`src/rtl/led_chaser_pkg.sv`:
```
// Shared types and helpers for the LED chaser pattern engine.
package led_chaser_pkg;

  typedef enum logic [1:0] {
    ModeRotate = 2'b00,
    ModeBounce = 2'b01,
    ModeFill   = 2'b10,
    ModePause  = 2'b11
  } mode_e;

  // Width of the tick counter; holds up to the longest period minus one.
  localparam int unsigned CNT_W = 5;

  // Ticks per step: speed 0..3 maps to 32, 16, 8, 4.
  function automatic logic [CNT_W:0] period_of(input logic [1:0] speed);
    return (CNT_W + 1)'(32 >> speed);
  endfunction

endpackage

```
`src/rtl/led_chaser_if.sv`:
```
// Control and LED-drive bundle between the chaser and its surroundings.
interface led_chaser_if #(
  parameter int unsigned N_LEDS = 16
) ();
  localparam int unsigned W = $clog2(N_LEDS);

  logic              slw_clk;
  logic [1:0]        mode;
  logic [1:0]        speed;
  logic              dir;
  logic [N_LEDS-1:0] led;
  logic [W-1:0]      pos;
  logic              step;

  modport master (
    output slw_clk, mode, speed, dir,
    input  led, pos, step
  );

  modport slave (
    input  slw_clk, mode, speed, dir,
    output led, pos, step
  );
endinterface

```
`src/rtl/chase_step_timer.sv`:
```
// Turns rising edges of the slow square wave into step strobes every `period` ticks.
module chase_step_timer
  import led_chaser_pkg::*;
(
  input  logic       clk_i,
  input  logic       rst_ni,
  input  logic       slw_clk_i,
  input  logic [1:0] speed_i,
  input  logic       freeze_i,
  input  logic       clear_i,
  output logic       step_o
);

  logic             slw_q;
  logic             armed_q;
  logic             tick;
  logic             at_limit;
  logic [CNT_W-1:0] cnt_q, cnt_d;
  logic [CNT_W:0]   limit;

  // armed_q masks the first cycle after reset so a level that is already
  // high at release is not mistaken for a rising edge.
  assign tick     = slw_clk_i & ~slw_q & armed_q;
  assign limit    = period_of(speed_i) - {{CNT_W{1'b0}}, 1'b1};
  // >= so a mid-count speed increase fires on the next tick without overshoot.
  assign at_limit = {1'b0, cnt_q} >= limit;

  // Counter next state and step strobe; clear beats freeze beats tick.
  always_comb begin
    cnt_d  = cnt_q;
    step_o = 1'b0;
    if (clear_i) begin
      cnt_d = '0;
    end else if (!freeze_i && tick) begin
      if (at_limit) begin
        cnt_d  = '0;
        step_o = 1'b1;
      end else begin
        cnt_d = cnt_q + 1'b1;
      end
    end
  end

  // Edge-detect history and tick counter.
  always_ff @(posedge clk_i or negedge rst_ni) begin
    if (!rst_ni) begin
      slw_q   <= 1'b0;
      armed_q <= 1'b0;
      cnt_q   <= '0;
    end else begin
      slw_q   <= slw_clk_i;
      armed_q <= 1'b1;
      cnt_q   <= cnt_d;
    end
  end

endmodule

```
`src/rtl/led_chaser.sv`:
```
// LED pattern engine: rotate, bounce and fill patterns advanced by step strobes.
module led_chaser
  import led_chaser_pkg::*;
#(
  parameter int unsigned N_LEDS = 16
) (
  input  logic        clk,
  input  logic        reset,
  led_chaser_if.slave bus_io
);

  localparam int unsigned  W      = $clog2(N_LEDS);
  localparam logic [W-1:0] PosMax = W'(N_LEDS - 1);

  mode_e             mode_in;
  mode_e             mode_q, mode_d;
  logic [N_LEDS-1:0] led_q, led_d;
  logic [W-1:0]      pos_q, pos_d;
  logic              up_q, up_d;
  logic              step_q;
  logic              paused;
  logic              reload;
  logic              fire;

  // LED image for a given mode and position.
  function automatic logic [N_LEDS-1:0] pattern_of(input mode_e m, input logic [W-1:0] p,
                                                   input logic d);
    logic [N_LEDS-1:0] pat;
    for (int unsigned i = 0; i < N_LEDS; i++) begin
      if (m == ModeFill) begin
        pat[i] = d ? (i + 32'(p) >= N_LEDS - 1) : (i <= 32'(p));
      end else begin
        pat[i] = (i == 32'(p));
      end
    end
    return pat;
  endfunction

  assign mode_in = mode_e'(bus_io.mode);
  assign paused  = (mode_in == ModePause);
  // mode_q remembers the last non-pause mode, so pausing never forces a reload.
  assign reload  = !paused && (mode_in != mode_q);

  chase_step_timer u_timer (
    .clk_i     (clk),
    .rst_ni    (reset),
    .slw_clk_i (bus_io.slw_clk),
    .speed_i   (bus_io.speed),
    .freeze_i  (paused),
    .clear_i   (reload),
    .step_o    (fire)
  );

  // Pattern next state: mode reload first, otherwise advance on a step.
  always_comb begin
    mode_d = mode_q;
    pos_d  = pos_q;
    led_d  = led_q;
    up_d   = up_q;
    if (reload) begin
      mode_d = mode_in;
      up_d   = 1'b1;
      pos_d  = (mode_in == ModeBounce || !bus_io.dir) ? '0 : PosMax;
      led_d  = pattern_of(mode_in, pos_d, bus_io.dir);
    end else if (fire) begin
      unique case (mode_q)
        ModeRotate: begin
          if (!bus_io.dir) pos_d = (pos_q == PosMax) ? '0 : pos_q + 1'b1;
          else             pos_d = (pos_q == '0) ? PosMax : pos_q - 1'b1;
        end
        ModeBounce: begin
          if (up_q) begin
            if (pos_q == PosMax) begin
              up_d  = 1'b0;
              pos_d = pos_q - 1'b1;
            end else begin
              pos_d = pos_q + 1'b1;
            end
          end else begin
            if (pos_q == '0) begin
              up_d  = 1'b1;
              pos_d = pos_q + 1'b1;
            end else begin
              pos_d = pos_q - 1'b1;
            end
          end
        end
        ModeFill: pos_d = (pos_q == PosMax) ? '0 : pos_q + 1'b1;
        default:  pos_d = pos_q;
      endcase
      led_d = pattern_of(mode_q, pos_d, bus_io.dir);
    end
  end

  // Pattern registers and the registered step pulse.
  always_ff @(posedge clk or negedge reset) begin
    if (!reset) begin
      mode_q <= ModeRotate;
      pos_q  <= '0;
      led_q  <= {{(N_LEDS - 1){1'b0}}, 1'b1};
      up_q   <= 1'b1;
      step_q <= 1'b0;
    end else begin
      mode_q <= mode_d;
      pos_q  <= pos_d;
      led_q  <= led_d;
      up_q   <= up_d;
      step_q <= fire;
    end
  end

  assign bus_io.led  = led_q;
  assign bus_io.pos  = pos_q;
  assign bus_io.step = step_q;

endmodule

```
`src/flat_wrapper.sv`:
```
// flat-port wrapper written by rule: the top's interface ports become plain ports
module led_chaser_flat import led_chaser_pkg::*;
#(
  parameter int unsigned N_LEDS = 16
)
  (clk, reset, bus_io_slw_clk, bus_io_mode, bus_io_speed, bus_io_dir, bus_io_led, bus_io_pos, bus_io_step);
  led_chaser_if #(.N_LEDS(N_LEDS)) bus_io_i ();
  input  logic clk;
  input  logic reset;
  input wire logic [$bits(bus_io_i.slw_clk)-1:0] bus_io_slw_clk;
  input wire logic [$bits(bus_io_i.mode)-1:0] bus_io_mode;
  input wire logic [$bits(bus_io_i.speed)-1:0] bus_io_speed;
  input wire logic [$bits(bus_io_i.dir)-1:0] bus_io_dir;
  output wire logic [$bits(bus_io_i.led)-1:0] bus_io_led;
  output wire logic [$bits(bus_io_i.pos)-1:0] bus_io_pos;
  output wire logic [$bits(bus_io_i.step)-1:0] bus_io_step;
  assign bus_io_i.slw_clk = bus_io_slw_clk;
  assign bus_io_i.mode = bus_io_mode;
  assign bus_io_i.speed = bus_io_speed;
  assign bus_io_i.dir = bus_io_dir;
  assign bus_io_led = bus_io_i.led;
  assign bus_io_pos = bus_io_i.pos;
  assign bus_io_step = bus_io_i.step;
  led_chaser #(.N_LEDS(N_LEDS)) u_core (.clk(clk), .reset(reset), .bus_io(bus_io_i));
endmodule
```
`config.mk`:
```
export PLATFORM = sky130hd
export DESIGN_NAME = led_chaser_flat
export DESIGN_NICKNAME = d
export VERILOG_FILES = /design/src/rtl/led_chaser_pkg.sv /design/src/rtl/led_chaser_if.sv /design/src/rtl/chase_step_timer.sv /design/src/rtl/led_chaser.sv /design/src/flat_wrapper.sv
export SDC_FILE = /design/constraint.sdc
export NUM_CORES = 1
export LEC_CHECK = 0
export ABC_AREA = 0
export CAP_MARGIN = 20
export CORE_ASPECT_RATIO = 1.4
export CORE_MARGIN = 1
export CORE_UTILIZATION = 55
export DETAILED_ROUTE_END_ITERATION = 10
export HOLD_SLACK_MARGIN = 0.15
export PLACE_DENSITY = 0.78
export SYNTH_ARGS = -nofsm -noshare
export SYNTH_HDL_FRONTEND = slang
export SYNTH_SLANG_ARGS = --single-unit
```
`constraint.sdc`:
```
create_clock -name clk -period 9.8 [get_ports clk]
set_input_delay 0.98 -clock clk [delete_from_list [all_inputs] [get_ports clk]]
set_output_delay 0.98 -clock clk [all_outputs]
set_load 0.01 [all_outputs]
```
Word level (Yosys, flattened, before mapping)
Index checks and enable logic that the tools add are counted.

word-level totals
  flip-flop bits (word level) = 31
  output and inout bits = 21
  input bits = 8
  word-level logic and storage cells = 249

operators by class
  multiplexer cells = 90
  shifts and indexed selects = 1
  reductions and logical operators = 13
  order comparisons = 63
  bitwise gates (word level) = 3
  $add $sub $neg = 34
  equality and inequality tests = 37

operators with widths
  cell                                                  number
  >= comparator 32 x 4 -> 1 bit, second input constant  30
  adder 4 x 4 -> 5 bit, first input constant            16
  2-to-1 mux 1 bit                                      73
  == test 4 bit, first input constant                   16
  <= comparator 4 bit, first input constant             16
  2-to-1 mux 4 bit                                      11
  adder 3 x 4 -> 5 bit, first input constant            8
  == test 3 x 4 -> 1 bit, first input constant          8
  <= comparator 3 x 4 -> 1 bit, first input constant    8
  2-to-1 mux 16 bit                                     2
  adder 2 x 4 -> 5 bit, first input constant            4
  == test 2 x 4 -> 1 bit, first input constant          4
  <= comparator 2 x 4 -> 1 bit, first input constant    4
  2-to-1 mux 5 bit                                      3
  zero test 4 bit                                       3
  case mux 4 bit (3 select lines)                       1
  adder 1 x 4 -> 5 bit, first input constant            2
  == test 1 x 4 -> 1 bit, first input constant          2
  >= comparator 4 bit, second input constant            2
  <= comparator 1 x 4 -> 1 bit, first input constant    2
  == test 2 bit, second input constant                  3
  >= comparator 5 x 6 -> 1 bit                          1
  nonzero test 2 bit                                    3
  right shift 6 x 2 -> 6 bit, first input constant      1
  14 further kinds                                      18

Depth between registers and ports, before layout
  depth in word-level cells = 14
  mapped depth = 14
  gate-level depth less buffers = 12

Cells and area by module
From an unflattened synthesis, not the netlist that was laid out.

second synthesis, totals
  cell total of the unflattened synthesis = 349
  area, all modules = 2824.0 µm²

by module, submodules not included
  module            area each (µm²)  sequential area each (µm²)  instances  cells an instance
  led_chaser        2397.3           603.1                       1          304
  chase_step_timer  426.7            175.2                       1          45

Worst setup path after synthesis
OpenSTA, ideal clock, no wires.

  kind = input to register
  start = input port bus_io_dir
  end = register u_core.led_q[14] (netlist: u_core.bus_io.led[14])
  path slack = 6.434 ns
  buffers on the path = 3
  setup time = 0.066 ns
  stages on the path = 12
  arrival time = 3.299 ns
  required time = 9.734 ns
  path through = buf_2 -> nand2b_4 -> mux2i_1 -> xor2_1 -> o211a_1 -> buf_4 -> clkbuf_1 -> ha_1 -> nor3b_1 -> o31ai_1 -> a2111oi_0 -> o32a_1

between the ends
  cells in the longest elaborated chain, start to end = 10
  elaborated cells between the ends (all ways) = 21
  classes of those cells = 2 x add/sub; 4 x order compare; 2 x eq/ne; 11 x mux; 2 x reduce/logical

ends and longest elaborated chain
  what                             RTL line            RTL
  start, declared                  flat_wrapper.sv:13  input wire logic [$bits(bus_io_i.dir)-1:0] bus_io_dir;
  2-to-1 mux 4 bit                 led_chaser.sv:68    if (!bus_io.dir) pos_d = (pos_q == PosMax) ? '0 : pos_q + 1'b1;
  case mux 4 bit (3 select lines)  led_chaser.sv:66    unique case (mode_q)
  2-to-1 mux 4 bit                 led_chaser.sv:65    end else if (fire) begin
  2-to-1 mux 4 bit                 led_chaser.sv:60    if (reload) begin
  adder 4 x 4 -> 5 bit             led_chaser.sv:31    pat[i] = d ? (i + 32'(p) >= N_LEDS - 1) : (i <= 32'(p));
  >= comparator 32 x 4 -> 1 bit    led_chaser.sv:31
  2-to-1 mux 1 bit                 led_chaser.sv:31
  2-to-1 mux 1 bit                 led_chaser.sv:30    if (m == ModeFill) begin
  2-to-1 mux 16 bit                led_chaser.sv:65
  2-to-1 mux 16 bit (*)            led_chaser.sv:60
  end signal, assigned             led_chaser.sv:100   led_q <= {{(N_LEDS - 1){1'b0}}, 1'b1};
  end signal, assigned             led_chaser.sv:106   led_q <= led_d;
  end, declared                    led_chaser.sv:17    logic [N_LEDS-1:0] led_q, led_d;

Every way passes the cells marked *; elsewhere a longest branch is shown, timed or not. The select of a mux whose other input is x is not followed.
A chain may end at the register's enable or synchronous reset.

Final worst setup path
  start = input port bus_io_dir
  end = register u_core.led_q[2] (netlist: u_core.bus_io.led[2])

between the ends
  cells in the longest elaborated chain, start to end = 10
  elaborated cells between the ends (all ways) = 21
  classes of those cells = 2 x add/sub; 4 x order compare; 2 x eq/ne; 11 x mux; 2 x reduce/logical

ends and longest elaborated chain
  what                             RTL line
  2-to-1 mux 4 bit                 led_chaser.sv:68
  case mux 4 bit (3 select lines)  led_chaser.sv:66
  2-to-1 mux 4 bit                 led_chaser.sv:65
  2-to-1 mux 4 bit                 led_chaser.sv:60
  adder 2 x 4 -> 5 bit             led_chaser.sv:31
  >= comparator 32 x 4 -> 1 bit    led_chaser.sv:31
  2-to-1 mux 1 bit                 led_chaser.sv:31
  2-to-1 mux 1 bit                 led_chaser.sv:30
  2-to-1 mux 16 bit                led_chaser.sv:65
  2-to-1 mux 16 bit (*)            led_chaser.sv:60

Marks and branches as above.

==> flow_summary_export.csv <==
group,metric,value,unit
setup_path,critPathArrivalTime,4.77,ns
detailed_routing,routedWlPerCell,18.2,um
min_path,hold_depth,1,
yosys,async_reset_ff_share,100,%
sta,skew,0.00672,ns
floorplanning,die_y,82.3,um
clock_tree,cts.sink_count,31,
sta,rsz0062_at_grt,"no",
detailed_routing,first_pass_iters,5,
min_path,hold_class,"flip-flop to flip-flop",
clock_tree,clkTransAtPathRegs,0.07,ns
detailed_routing,ant_nets,0,
yosys,yosysSeqAreaShare,30.7,%
setup_path,cp-start-kind,"input port",
setup_path,crit_path_max_incr_delay,0.76,ns
yosys,synth.top_cell.area_share,28.6,%
clock_tree,cts_root_buf,"clkbuf_8",
job,drv_cap,0,
place,dp_hpwl,4.86,mm
place,io_buffer_count,28,
yosys,yosysMostFrequentCell,"a21oi_1",
finish,fillCellCount,397,
yosys,syn_nets,325,
global_routing,grt-ovfl-total,0,
detailed_routing,first_iter_violations,237,
floorplanning,initial_core_util,58.9,%
yosys,yosys-top-cells-count,"a21oi_1 (32), dfrtp_1 (29), nand2_1 (29)",
clock_tree,post_cts_buffers,0,
clock_tree,cts_hold_buffers,0,
setup_path,path_class,"input port to flip-flop",
yosys,yosys_warnings,0,
floorplanning,rows,28,
clock_tree,cts_tree,"yes",
sta,hold_viol,0,
clock_tree,numCtsBuffers,5,
finish,final_nets,338,
global_routing,grt_first_pass_wirelength,11.3,mm
global_routing,met3_usage,4.67,%
sta,setup_violations,0,
detailed_routing,vias,2554,
setup_path,cp.required,9.99,ns
clock_tree,ctsHtreeMaxLevel,2,
floorplanning,core,4310,um2
setup_path,worst-r2r-cell-count,11,
sta,fin_tns_setup,0,ns
detailed_routing,routed_wl,6.96,mm
setup_path,worstPathMaxFanout,18,
status,status,"finished, final reports clean",
floorplanning,die_w,59.4,um
sta,slew_violations,0,
global_routing,grt_max_degree,32,
finish,multi_input_area,1580,um2
global_routing,met1_usage,38.3,%
floorplanning,io_pins,29,
floorplanning,die_area,4890,um2
yosys,ys_types,65,
setup_path,crit_path_end_kind,"flip-flop",
clock_tree,clk_latency,0.29,ns
finish,drive_above_1_share,9.94,%
sta,fin_crit_sh,46.8,%
yosys,synth_area_leaders,"dfrtp_1 (29%), a21oi_1 (6.3%), ha_1 (4.4%)",
setup_path,crit_chain,"clkdlybuf4s50_1 -> nand2b_4 -> mux2i_1 -> xor2_1 -> o211a_1 -> clkinv_1 -> ha_1 -> nor3b_1 -> o21a_1 -> a211oi_1 -> o41ai_2",
sta,clock.fmax,218,MHz
detailed_routing,drc,0,
yosys,synthFlopType,"dfrtp_1",
global_routing,grt_busiest_layer,"met2",
yosys,synth_cells,308,
setup_path,slowest_stage,"clkdlybuf4s50_1",
yosys,syn_area,2540,um2
yosys,syn_avg_cell_area,8.23,um2
detailed_routing,vias_per_cell,6.69,
place,postPlaceCellArea,2780,um2
finish,stdcell_area,2890,um2
yosys,yosys.area.top_type,"dfrtp_1",
pwr,cellLeakagePower,1.15,nW
place,routabilityCongestion,0.901,
finish,seqCellArea,778,um2
global_routing,antenna_found_initial,0,
pwr,vdd_drop_max,0.000136,V
clock_tree,cts_buffer_depth,2,
yosys,synth-edff-count,0,
global_routing,gr-usage-met2,50.7,%
sta,finalCriticalPeriod,4.59,ns
finish,antenna_cells,0,
sta,worst_slew_margin_rel,51.8,%
pwr,powerDensity,176,nW/um2
yosys,ys_seq_elements,31,
finish,areaGrowthSynthToFinish,13.9,%
sta,worst_slew_pin_slew,0.723,ns
global_routing,grt_pass1_vias,2351,
clock_tree,cts.repair.resized,0,
global_routing,gr-usage-all-layers,30.8,%
-- area by class of cell --
type,instances,share of cell area (%)
Timing Repair Buffer,32,10.7
Clock inverter,1,0.260
Clock buffer,7,3.34
Multi-Input combinational cell,240,54.7
Tap cell,60,2.60
Inverter,11,1.43
Sequential cell,31,26.9
-- flip-flops by register name, summed over array words and instances (netlist names) --
signal and cells:
u_core.bus_io.step 1, u_core.u_timer.cnt_q 5, u_core.mode_q 2, u_core.u_timer.armed_q 1
u_core.bus_io.led 16, u_core.bus_io.pos 4, u_core.up_q 1, u_core.u_timer.slw_q 1
-- layer usage --
layer	wire [um]	share of wire, %
met5	0	0
met4	266	3.8
met1	2790	40
met3	438	6.3
met2	3470	50
-- worst paths after layout --
check	end	slack (ns)	from
hold / removal	u_core.bus_io.led[14]	0.51	u_core.bus_io.led[14]
setup / recovery	u_core.bus_io.led[2]	5.21	bus_io_dir
setup reg to reg	u_core.bus_io.led[2]	5.98	u_core.bus_io.pos[0]
hold reg to reg	u_core.bus_io.led[14]	0.51	u_core.bus_io.led[14]
max in group asynchronous	u_core.bus_io.led[0]	8.39	reset
min in group asynchronous	u_core.bus_io.led[14]	1.08	reset
-- power breakdown --
part	switching [mW]	internal (mW)	total (mW)
registers	0.0207	0.146	0.167
logic	0.133	0.0925	0.226
clock network	0.0505	0.0638	0.114
total	0.204	0.303	0.507
-- critical path, delay by kind of cell --
kind                     cells  cell delay, ns
XOR/XNOR                     1            0.17
AO/OA/AOI/OAI                4            1.07
buffers and inverters        2            1.31
multiplexers                 1            0.23
AND/OR/NAND/NOR              2            0.56
adder cells (fa/ha/maj)      1            0.44
-- cell families after synthesis --
family          synth area share, %
compound gates                 33.2
mux                            1.23
xor+xnor                       2.07
flops                          30.7
simple gates                   21.2
fa+ha+maj                      4.44
buf+inv                        7.05
other cells                   0.148
-- metrics by stage --
step                cells  hold WS, ns  util (%)  setup slack (ns)  power (mW)
floorplan             308        0.504         -              6.43       0.322
global placement      374        0.492      64.6              5.23       0.384
detailed placement    374        0.486      64.6              5.00       0.389
CTS                   382        0.513      67.0              5.30       0.504
global route          382        0.549      67.0              4.91       0.536
finish                382        0.509      67.0              5.21       0.507
-- cell usage in the layout (no fill, tap or decap), types with 3 or more instances in the layout --
cell type        count
nor4_1               5
dfrtp_1             29
nand2b_1             5
a21boi_0             3
clkdlybuf4s50_1     28
o21a_1               5
nor2_1              24
o31ai_1              5
inv_1                8
xor2_1               3
nor3b_1              3
nand3_1              9
nor3_1               4
o211ai_1            10
xnor2_1              3
nand2_1             29
o221ai_1             5
o21ai_0             21
a21oi_1             32
clkbuf_8             7
or4_1                4
and3_1               3
ha_1                 9
a211oi_1             3
o21ai_1              3
a21o_1               3
buf_4                4
o32a_1               3
o221a_2              3
Note: power is estimated with default switching activity, not from simulation.
